===== src/rtl/tabby_bus_pkg.sv =====
// tabby_bus_pkg
//   Shared definitions for the external static-memory bus initiator:
//   bus-cycle state encoding, chip-select decode constants and the
//   fixed read-data values returned for unmapped and timed-out reads.
//   No ports; imported by tabby_ext_bus_master.
package tabby_bus_pkg;

   typedef enum logic [2:0] {
      ST_IDLE  = 3'd0,
      ST_SETUP = 3'd1,
      ST_PULSE = 3'd2,
      ST_WAIT  = 3'd3,
      ST_HOLD  = 3'd4
   } bus_state_t;

   // avs_address[31:24] selector values and the matching active-low CSN
   localparam logic [7:0] CS0_SEL  = 8'h10;
   localparam logic [7:0] CS1_SEL  = 8'h20;
   localparam logic [7:0] CS2_SEL  = 8'h30;
   localparam logic [7:0] CS3_SEL  = 8'h40;
   localparam logic [3:0] CS0_CSN  = 4'b1110;
   localparam logic [3:0] CS1_CSN  = 4'b1101;
   localparam logic [3:0] CS2_CSN  = 4'b1011;
   localparam logic [3:0] CS3_CSN  = 4'b0111;
   localparam logic [3:0] CSN_NONE = 4'b1111;

   localparam logic [31:0] UNMAPPED_RDATA = 32'h0000_0000;
   localparam logic [31:0] TIMEOUT_RDATA  = 32'hFFFF_FFFF;

   // Returns {hit, csn}; hit=0 means the selector is unmapped.
   function automatic logic [4:0] cs_decode(input logic [7:0] sel);
      logic [4:0] res;
      case (sel)
         CS0_SEL: res = {1'b1, CS0_CSN};
         CS1_SEL: res = {1'b1, CS1_CSN};
         CS2_SEL: res = {1'b1, CS2_CSN};
         CS3_SEL: res = {1'b1, CS3_CSN};
         default: res = {1'b0, CSN_NONE};
      endcase
      return res;
   endfunction

endpackage


===== src/rtl/tabby_sync2.sv =====
// tabby_sync2
//   Generic two-flop synchronizer for a single asynchronous input.
//   Ports:
//     q_clock   in   destination clock
//     q_reset   in   asynchronous, active-high; both flops load RESET_VAL
//     d_in      in   asynchronous input
//     q_out     out  synchronized output, two cycles of latency
module tabby_sync2 #(
   parameter logic RESET_VAL = 1'b1
) (
   input  logic q_clock,
   input  logic q_reset,
   input  logic d_in,
   output logic q_out
);

   logic meta;

   always_ff @(posedge q_clock or posedge q_reset) begin
      if (q_reset) begin
         meta  <= RESET_VAL;
         q_out <= RESET_VAL;
      end else begin
         meta  <= d_in;
         q_out <= meta;
      end
   end

endmodule


===== src/rtl/tabby_ext_bus_master.sv =====
// tabby_ext_bus_master
//   Avalon-MM slave that runs one external asynchronous SRAM-style bus
//   cycle at a time: SETUP -> PULSE -> (WAIT) -> HOLD, with widths set by
//   SETUP_CYC / PULSE_CYC / HOLD_CYC and a WAITN stretch bounded by TIMEOUT.
//   Ports:
//     q_clock, q_reset          clock, asynchronous active-high reset
//     avs_address[31:0]         [31:24] chip select, [23:2] word address
//     avs_writedata, avs_byteenable, avs_read, avs_write   command
//     avs_readdata, avs_readdatavalid, avs_waitrequest     response
//     coe_ADDR[21:0]            external word address
//     coe_DATA_out/_in/_oe      split data bus, tristate lives at the pads
//     coe_CSN, coe_BEN          active-low chip selects / byte enables
//     coe_RDN, coe_WRN          active-low strobes
//     coe_WAITN                 active-low asynchronous wait from device
//     timeout_irq               one-cycle pulse when WAIT times out
module tabby_ext_bus_master
   import tabby_bus_pkg::*;
#(
   parameter int unsigned SETUP_CYC = 2,
   parameter int unsigned PULSE_CYC = 4,
   parameter int unsigned HOLD_CYC  = 2,
   parameter int unsigned TIMEOUT   = 255
) (
   input  logic        q_clock,
   input  logic        q_reset,
   input  logic [31:0] avs_address,
   input  logic [31:0] avs_writedata,
   input  logic [3:0]  avs_byteenable,
   input  logic        avs_read,
   input  logic        avs_write,
   output logic [31:0] avs_readdata,
   output logic        avs_readdatavalid,
   output logic        avs_waitrequest,
   output logic [21:0] coe_ADDR,
   output logic [31:0] coe_DATA_out,
   input  logic [31:0] coe_DATA_in,
   output logic        coe_DATA_oe,
   output logic [3:0]  coe_CSN,
   output logic [3:0]  coe_BEN,
   output logic        coe_RDN,
   output logic        coe_WRN,
   input  logic        coe_WAITN,
   output logic        timeout_irq
);

   localparam int unsigned CNT_W = 10;
   localparam logic [CNT_W-1:0] SETUP_LAST = CNT_W'(SETUP_CYC - 1);
   localparam logic [CNT_W-1:0] PULSE_LAST = CNT_W'(PULSE_CYC - 1);
   localparam logic [CNT_W-1:0] HOLD_LAST  = CNT_W'(HOLD_CYC - 1);
   localparam logic [CNT_W-1:0] TO_LAST    = CNT_W'(TIMEOUT - 1);

   bus_state_t       state;
   logic [CNT_W-1:0] phase_cnt;   // down-counter for SETUP/PULSE/HOLD
   logic [CNT_W-1:0] ext_cnt;     // up-counter of WAIT cycles, saturating
   logic             is_rd;
   logic             waitn_s;

   logic [4:0]       cs_dec;
   logic             cs_hit;
   logic [3:0]       cs_csn;
   logic             strobe_done;
   logic             timed_out;
   logic             unused_addr_lsb;

   assign unused_addr_lsb = ^avs_address[1:0];

   tabby_sync2 #(.RESET_VAL(1'b1)) u_waitn_sync (
      .q_clock (q_clock),
      .q_reset (q_reset),
      .d_in    (coe_WAITN),
      .q_out   (waitn_s)
   );

   assign avs_waitrequest = (state != ST_IDLE);

   always_comb begin
      cs_dec      = cs_decode(avs_address[31:24]);
      cs_hit      = cs_dec[4];
      cs_csn      = cs_dec[3:0];
      timed_out   = (state == ST_WAIT) && !waitn_s && (ext_cnt == TO_LAST);
      strobe_done = ((state == ST_PULSE) && (phase_cnt == '0) && waitn_s) ||
                    ((state == ST_WAIT) && (waitn_s || timed_out));
   end

   always_ff @(posedge q_clock or posedge q_reset) begin
      if (q_reset) begin
         state             <= ST_IDLE;
         phase_cnt         <= '0;
         ext_cnt           <= '0;
         is_rd             <= 1'b0;
         coe_CSN           <= CSN_NONE;
         coe_BEN           <= '1;
         coe_RDN           <= 1'b1;
         coe_WRN           <= 1'b1;
         coe_DATA_oe       <= 1'b0;
         coe_ADDR          <= '0;
         coe_DATA_out      <= '0;
         avs_readdata      <= '0;
         avs_readdatavalid <= 1'b0;
         timeout_irq       <= 1'b0;
      end else begin
         avs_readdatavalid <= 1'b0;
         timeout_irq       <= 1'b0;

         case (state)
            ST_IDLE: begin
               if (avs_read || avs_write) begin
                  if (!cs_hit) begin
                     // unmapped: reads complete immediately, writes vanish
                     if (avs_read) begin
                        avs_readdatavalid <= 1'b1;
                        avs_readdata      <= UNMAPPED_RDATA;
                     end
                  end else begin
                     state       <= ST_SETUP;
                     phase_cnt   <= SETUP_LAST;
                     is_rd       <= avs_read;
                     coe_CSN     <= cs_csn;
                     coe_ADDR    <= avs_address[23:2];
                     coe_BEN     <= ~avs_byteenable;
                     coe_DATA_oe <= !avs_read;
                     if (!avs_read) begin
                        coe_DATA_out <= avs_writedata;
                     end
                  end
               end
            end

            ST_SETUP: begin
               if (phase_cnt == '0) begin
                  state     <= ST_PULSE;
                  phase_cnt <= PULSE_LAST;
                  if (is_rd) begin
                     coe_RDN <= 1'b0;
                  end else begin
                     coe_WRN <= 1'b0;
                  end
               end else begin
                  phase_cnt <= phase_cnt - 1'b1;
               end
            end

            ST_PULSE: begin
               if (phase_cnt != '0) begin
                  phase_cnt <= phase_cnt - 1'b1;
               end else if (!waitn_s) begin
                  state   <= ST_WAIT;
                  ext_cnt <= '0;
               end
            end

            ST_WAIT: begin
               if (!strobe_done && (ext_cnt != '1)) begin
                  ext_cnt <= ext_cnt + 1'b1;
               end
            end

            ST_HOLD: begin
               if (phase_cnt == '0) begin
                  state       <= ST_IDLE;
                  coe_CSN     <= CSN_NONE;
                  coe_BEN     <= '1;
                  coe_DATA_oe <= 1'b0;
               end else begin
                  phase_cnt <= phase_cnt - 1'b1;
               end
            end

            default: state <= ST_IDLE;
         endcase

         // Strobe release is shared by the PULSE and WAIT exits, so it sits
         // after the case and overrides the state/counter written there.
         if (strobe_done) begin
            state       <= ST_HOLD;
            phase_cnt   <= HOLD_LAST;
            coe_RDN     <= 1'b1;
            coe_WRN     <= 1'b1;
            timeout_irq <= timed_out;
            if (is_rd) begin
               avs_readdatavalid <= 1'b1;
               avs_readdata      <= timed_out ? TIMEOUT_RDATA : coe_DATA_in;
            end
         end
      end
   end

endmodule


===== config.mk =====
export PLATFORM = sky130hd
export DESIGN_NAME = tabby_ext_bus_master
export DESIGN_NICKNAME = d
export VERILOG_FILES = /design/src/rtl/tabby_bus_pkg.sv /design/src/rtl/tabby_sync2.sv /design/src/rtl/tabby_ext_bus_master.sv
export SDC_FILE = /design/constraint.sdc
export NUM_CORES = 1
export LEC_CHECK = 0
export CORE_AREA = 2 2 92 183
export DETAILED_ROUTE_END_ITERATION = 16
export DIE_AREA = 0 0 94 185
export PLACE_DENSITY = 0.66
export SKIP_LAST_GASP = 1
export SLEW_MARGIN = 30
export SYNTH_ARGS = -nofsm -noshare
export SYNTH_HDL_FRONTEND = slang
export SYNTH_HIERARCHICAL = 1
export SYNTH_SLANG_ARGS = --single-unit
export TNS_END_PERCENT = 10

===== constraint.sdc =====
create_clock -name q_clock -period 4.85 [get_ports q_clock]
set_input_delay 1.2125 -clock q_clock [delete_from_list [all_inputs] [get_ports q_clock]]
set_output_delay 1.2125 -clock q_clock [all_outputs]
set_load 0.1 [all_outputs]

==> summary.md, run 1 <==
| Metric | Value |
|---|---|
| Outcome | `complete, no violations` |
| Worst EP required | `3640 ps` |
| MaxCap Viol Count | `0` |
| H-tree Lvls | `4` |
| Clk slew on worst S/H paths | `50 ps` |
| Post-Synthesis Cell Area | `5650 µm²` |
| Cts repair resizes | `0` |
| Clock Power Share | `a little under a quarter` |
| Endpoint class of the critical path | `primary output` |
| Buffer levels on the longest clock path | `2` |
| WL/cell | `approximately 16 µm` |
| Comb power frac | `approximately half` |
| Register area share after synthesis | `between 50% and 60%` |
| Clk root buf | `clkbuf_16` |
| Clk_lat worst skew | `420 ps` |
| Layout cell share with drive strength beyond 1 | `17.9%` |
| Max-slew headroom | `32.1%` |
| Post-synth cell types | `60` |
| Hpwl dp | `10.6 mm` |
| # IOs | `between 200 and 250` |
| Max-slew violation count | `0` |
| Flops & latches, synth | `~130` |
| Hold Crit Class | `flip-flop to flip-flop` |
| WL final | `14.9 mm` |
| Setup Fix Bufs, Post-CTS | `0` |
| RSZ-0062 raised after global routing | `false` |
| Cts hold-fix bufs | `0` |
| Area grow syn2layout | `48.7%` |
| Kind of start point of the critical path | `flip-flop` |
| Slew @ Worst Pin | `~1000 ps` |
| Hold violation total from the final report | `0` |
| Clk_skew | `12.6 ps` |
| Hold_ws | `about 360 ps` |
| Top-area cell type share of the netlist area | `50.1%` |
| Area of the die | `around 17000 µm²` |
| Global Route Usage Sum | `17.3%` |
| N_diodes | `0` |
| Critical hold path startpoint | `u_waitn_sync/meta` |
| Fraction of registers with async set/reset | `100%` |
| Synthesized net count | `604` |
| Setup WS pre-CTS | `974 ps` |
| DR vias | `4635` |
| DRT Pass-1 Iters | `4` |
| Total grt overflow | `0` |
| Number of flops mapped to enable cells by yosys | `0` |
| Leakage power | `0.00361 µW` |
| Initial DRC Count | `245` |
| R2r setup slk | `2130 ps` |
| Routability cong. | `between 0.8 and 0.9` |
| Die Wd | `94 µm` |
| Via density | `slightly above 5` |
| Final nets | `801` |
| CTS tree | `done` |
| FF-to-FF path depth | `6` |
| End of the worst hold path | `u_waitn_sync/q_out` |
| ANT nets after route | `0` |
| Net switching power | `2560 µW` |
| Final worst path period share | `77.4%` |
| RR Endpoint | `coe_DATA_out[9]` |
| Top FF cell, synth | `dfrtp_1` |
| Setup ws final | `between 1000 and 1500 ps` |
| Initial antenna violation count | `0` |
| Crit Path Max Fanout | `20` |
| CORE AREA | `16100 µm²` |
| Mean post-synth cell area | `11.4 µm²` |
| Pint | `2780 µW` |
| Largest net degree at the start of global routing | `74` |
| Vias in the first global route | `about 4700` |
| Worst r2r src | `state[1]` |
| Sw frac | `47.9%` |
| DRC Markers | `0` |
| Power density over the cells | `roughly 640 nW/µm²` |
| Setup TNS | `0 ps` |
| Rows | `66` |
| Final setup fails | `0` |
| Final min period | `3750 ps` |
| CTS Buf Count | `17` |
| Critical Path AT | `2540 ps` |
| VDD IR max | `446 µV` |
| Warnings from Yosys | `6` |
| Reg power frac | `around 28%` |
| Die height | `185 µm` |
| WS Path Type | `flip-flop to primary output` |
| Most common cell after layout, fill and taps aside | `clkdlybuf4s50_1` |
| Worst Hold Path Cells | `0` |
| Yosys top cell by area | `dfrtp_1` |
| Port bufs | `between 200 and 250` |
| Ranking of synthesized cells by area | `dfrtp_1, mux2_2, a21oi_1` |
| Synthesized instance count | `495` |
| CTS sink cnt | `about 130` |
| Commonest non-fill, non-tap cells in the layout | `clkdlybuf4s50_1, dfrtp_1, a21oi_1` |
| Initial Util | `35.1%` |
| Max Clk Rate | `266 MHz` |
| Global-route wire length before repair | `between 20 and 25 mm` |
==> final cells by class <==
cell class	instances	area, µm²
Clock buffer	21	450
Clock inverter	11	120
Fill cell	1459	7700
Inverter	15	58.8
Multi-Input combinational cell	326	2300
Sequential cell	125	3140
Tap cell	204	255
Timing Repair Buffer	207	2070
==> power by group through the flow <==
stage	combinational [µW]	clock (µW)	sequential, µW
floorplan	797	0	2690
global placement	2620	0	1490
detailed placement	2630	0	1500
CTS	2640	1260	1480
global route	2760	1310	1520
finish	2630	1230	1480
==> per-stage QoR <==
step | cell area, µm² | util, % | total power (µW) | cells
after floorplan | 5650 | - | 3490 | 495
after global placement | 7830 | 48.6 | 4100 | 877
after detailed placement | 7830 | 48.6 | 4130 | 877
after CTS | 8400 | 52.2 | 5380 | 909
after global routing | 8400 | 52.2 | 5590 | 909
final | 8400 | 52.2 | 5350 | 909
==> worst max-delay path by stage <==
stage                     cells after the start             from          endpoint
after floorplan                               1          q_reset   avs_readdata[0]
after global placement                        6  avs_address[24]  coe_DATA_out[12]
after detailed placement                      6  avs_address[24]   coe_DATA_out[9]
after CTS                                     3         state[0]   avs_waitrequest
after global routing                          3         state[0]   avs_waitrequest
final                                         3         state[0]   avs_waitrequest
==> flip-flops by register name, indices dropped and copies added, names as in the netlist, 3 cells and up <==
register	flops
avs_readdata	32
coe_DATA_out	32
coe_ADDR	22
ext_cnt	10
phase_cnt	10
coe_BEN	4
coe_CSN	4
state	3
==> routing by layer <==
layer,vias to the layer above,part of all wire [%],track usage (%)
li1,2190,-,-
met1,2217,41,20.3
met2,210,46,27.9
met3,18,12,7.73
met4,0,1.5,6.14
met5,-,0,0
==> cells by family after synthesis <==
kind of cell / share of synthesized area, %
buffers and inverters: 3.74
DFF: 55.6
muxes: 11.4
AOI/OAI and AO/OA: 14.5
xor gates and xnor gates: 0.155
adders and majority gates: 0.886
and+or+nand+nor: 13.8
==> critical path, stage by stage, from the launching register on <==
cell and delay (ps):
dfrtp_1 690, nor3_2 160, inv_1 110, clkdlybuf4s50_1 1160
==> cell usage after synthesis, drive strengths merged, types with 6 or more instances <==
library cell / n
or3: 7
clkbuf: 12
o221a: 7
nor3: 6
nand3: 8
inv: 15
dfrtp: 113
buf: 17
mux2: 57
dfstp: 12
nor2: 60
o21ai: 20
a21oi: 77
a31oi: 6
nand2: 8
Power figures use the tool's default switching activity.
==> run 2: changes to the inputs <==
--- a/config.mk
+++ b/config.mk
@@ -8,7 +8,7 @@
 export CORE_AREA = 2 2 92 183
 export DETAILED_ROUTE_END_ITERATION = 16
 export DIE_AREA = 0 0 94 185
-export PLACE_DENSITY = 0.66
+export PLACE_DENSITY = 0.68
 export SKIP_LAST_GASP = 1
 export SLEW_MARGIN = 30
 export SYNTH_ARGS = -nofsm -noshare
==> constraint.sdc (replaced) <==
create_clock -name q_clock -period 3.2 [get_ports q_clock]
set_input_delay 0.8 -clock q_clock [delete_from_list [all_inputs] [get_ports q_clock]]
set_output_delay 0.8 -clock q_clock [all_outputs]
set_load 0.1 [all_outputs]
==> run 2 against run 1 <==
Against the previous run:
- global-route usage shrank 0.33 points
- clock skew shrank 6.0 ps
- register-to-register slack worse by 1500 ps
- via count about the same
- critical path depth increased by 4
- count of clock-buffer cells in the layout fell by 3
- wire length is 0.21% lower
- sequential cell count is the same
- worst hold slack gained 3.0 ps
- non-clock buffer count rose by 5
- cell area is 2.5% lower
==> summary.md, run 2 (synthesis gave the netlist of run 1 again) <==
| Metric | Value |
|---|---|
| Outcome | `complete, no violations (unchanged)` |
| Commonest non-fill, non-tap cells in the layout | `dfrtp_1, buf_4, clkdlybuf4s50_1 (was clkdlybuf4s50_1, dfrtp_1, a21oi_1)` |
| Kind of start point of the critical path | `input port (was flip-flop)` |
| Hold_ws | `360 ps (was 357 ps)` |
| Initial antenna violation count | `0 (unchanged)` |
| Largest net degree at the start of global routing | `74 (unchanged)` |
| H-tree Lvls | `4 (unchanged)` |
| Max Clk Rate | `377 MHz` |
| Rows | `66 (unchanged)` |
| WL final | `14.8 mm (was 14.9 mm)` |
| DR vias | `4638 (was 4635)` |
| Setup Fix Bufs, Post-CTS | `0 (unchanged)` |
| Via density | `5.07 (was 5.10)` |
| Slew @ Worst Pin | `848 ps (was 1020 ps)` |
| Final min period | `~2700 ps` |
| Port bufs | `202 (unchanged)` |
| Final worst path period share | `83.0%` |
| Setup TNS | `0 ps (unchanged)` |
| ANT nets after route | `0 (unchanged)` |
| Max-slew violation count | `0 (unchanged)` |
| Hold violation total from the final report | `0 (unchanged)` |
| Global Route Usage Sum | `17.0% (was 17.3%)` |
| CORE AREA | `16100 µm² (unchanged)` |
| Area grow syn2layout | `45.1% (was 48.7%)` |
| Endpoint class of the critical path | `flip-flop (was primary output)` |
| Max-slew headroom | `43.0% (was 32.1%)` |
| Critical Path AT | `2950 ps (was 2540 ps)` |
| Total grt overflow | `0 (unchanged)` |
| Final setup fails | `0 (unchanged)` |
| Final nets | `806 (was 801)` |
| Layout cell share with drive strength beyond 1 | `32.7% (was 17.9%)` |
| VDD IR max | `487 µV (was 446 µV)` |
| Most common cell after layout, fill and taps aside | `dfrtp_1 (was clkdlybuf4s50_1)` |
| Buffer levels on the longest clock path | `2 (unchanged)` |
| R2r setup slk | `600 ps (was 2130 ps)` |
| WL/cell | `16.2 µm (was 16.3 µm)` |
| # IOs | `205 (unchanged)` |
| Initial Util | `35.1% (unchanged)` |
| Die Wd | `94 µm (unchanged)` |
| Die height | `185 µm (unchanged)` |
| N_diodes | `0 (unchanged)` |
| Crit Path Max Fanout | `32 (was 20)` |
| Vias in the first global route | `4496 (was 4663)` |
| DRT Pass-1 Iters | `4 (unchanged)` |
| Hpwl dp | `10.7 mm (was 10.6 mm)` |
| Design Power | `7990 µW (was 5350 µW)` |
| CTS sink cnt | `125 (unchanged)` |
| Multi-input logic area | `2300 µm² (about the same)` |
| Initial DRC Count | `192 (was 245)` |
| Power density over the cells | `975 nW/µm² (was 636 nW/µm²)` |
| Cts hold-fix bufs | `0 (unchanged)` |
| Largest regs | `avs_readdata: 32 flops, coe_DATA_out: 32 flops, coe_ADDR: 22 flops (unchanged)` |
| Setup ws final | `545 ps (was 1100 ps)` |
| CTS Buf Count | `17 (unchanged)` |
| Setup WS pre-CTS | `95.2 ps (was 974 ps)` |
| Worst EP required | `3490 ps (was 3640 ps)` |
| Clk_skew | `6.59 ps (was 12.6 ps)` |
| Clk slew on worst S/H paths | `60 ps (was 50 ps)` |
| Clk_lat worst skew | `420 ps (about the same)` |
| Global-route wire length before repair | `22.9 mm (was 23.5 mm)` |
| Register Area | `3140 µm² (unchanged)` |
| Area of the die | `17400 µm² (unchanged)` |
| Routability cong. | `0.832 (was 0.820)` |
| MaxCap Viol Count | `0 (unchanged)` |
| Clk root buf | `clkbuf_16 (unchanged)` |
| DRC Markers | `0 (unchanged)` |
| RSZ-0062 raised after global routing | `false (unchanged)` |
| Post-DP Area | `7640 µm² (was 7830 µm²)` |
| # fillers | `1469 (was 1459)` |
| Final instance area | `8200 µm² (was 8400 µm²)` |
| CTS tree | `done (unchanged)` |
| Leakage power | `0.00380 µW (was 0.00361 µW)` |
| WS Path Type | `input port to flip-flop (was flip-flop to primary output)` |
| Hold Crit Class | `flip-flop to flip-flop (unchanged)` |
| Cts repair resizes | `0 (unchanged)` |
-- run 2: final timing paths --
check                                     end  depth (start not counted)         startpoint
hold reg to reg            u_waitn_sync/q_out                          0  u_waitn_sync/meta
setup / recovery              coe_DATA_out[3]                          7    avs_address[24]
hold / removal             u_waitn_sync/q_out                          0  u_waitn_sync/meta
min in group asynchronous          ext_cnt[9]                          2            q_reset
setup reg to reg                   ext_cnt[8]                          7       phase_cnt[1]
max in group asynchronous     avs_readdata[4]                          3            q_reset
-- run 2: area by class of cell --
class,count,share of cell area (%)
flip-flops and latches,125,38.3
multi-input cells,326,28.1
repair buffers,212,23.0
clock buffers,18,5.24
well taps,204,3.11
clock inverters,14,1.50
inverters,15,0.733
-- run 2: power by group --
part	switching, µW	internal (µW)	leakage, µW
clock	725	1060	0.000258
combinational	2890	1050	0.00188
sequential	309	1950	0.00166
-- run 2: routing by layer --
metal  track usage [%]  up-vias  share of wire, %
li1                  -     2199                 -
met1              20.0     2187                40
met2              27.7      237                48
met3              7.36       15                11
met4              5.39        0               1.3
met5                 0        -                 0
-- run 2: worst max-delay path, cell delays in order --
cell	delay (ps)
clkdlybuf4s50_1	450
nor4_2	400
nand4b_2	290
nand2b_1	290
nor2_4	130
buf_12	210
mux2_2	360
-- run 2: metrics by stage --
stage	std cells	util [%]
final	914	50.9
after global routing	914	50.9
after CTS	914	50.9
after detailed placement	882	47.5
after global placement	882	47.5
after floorplan	495	-
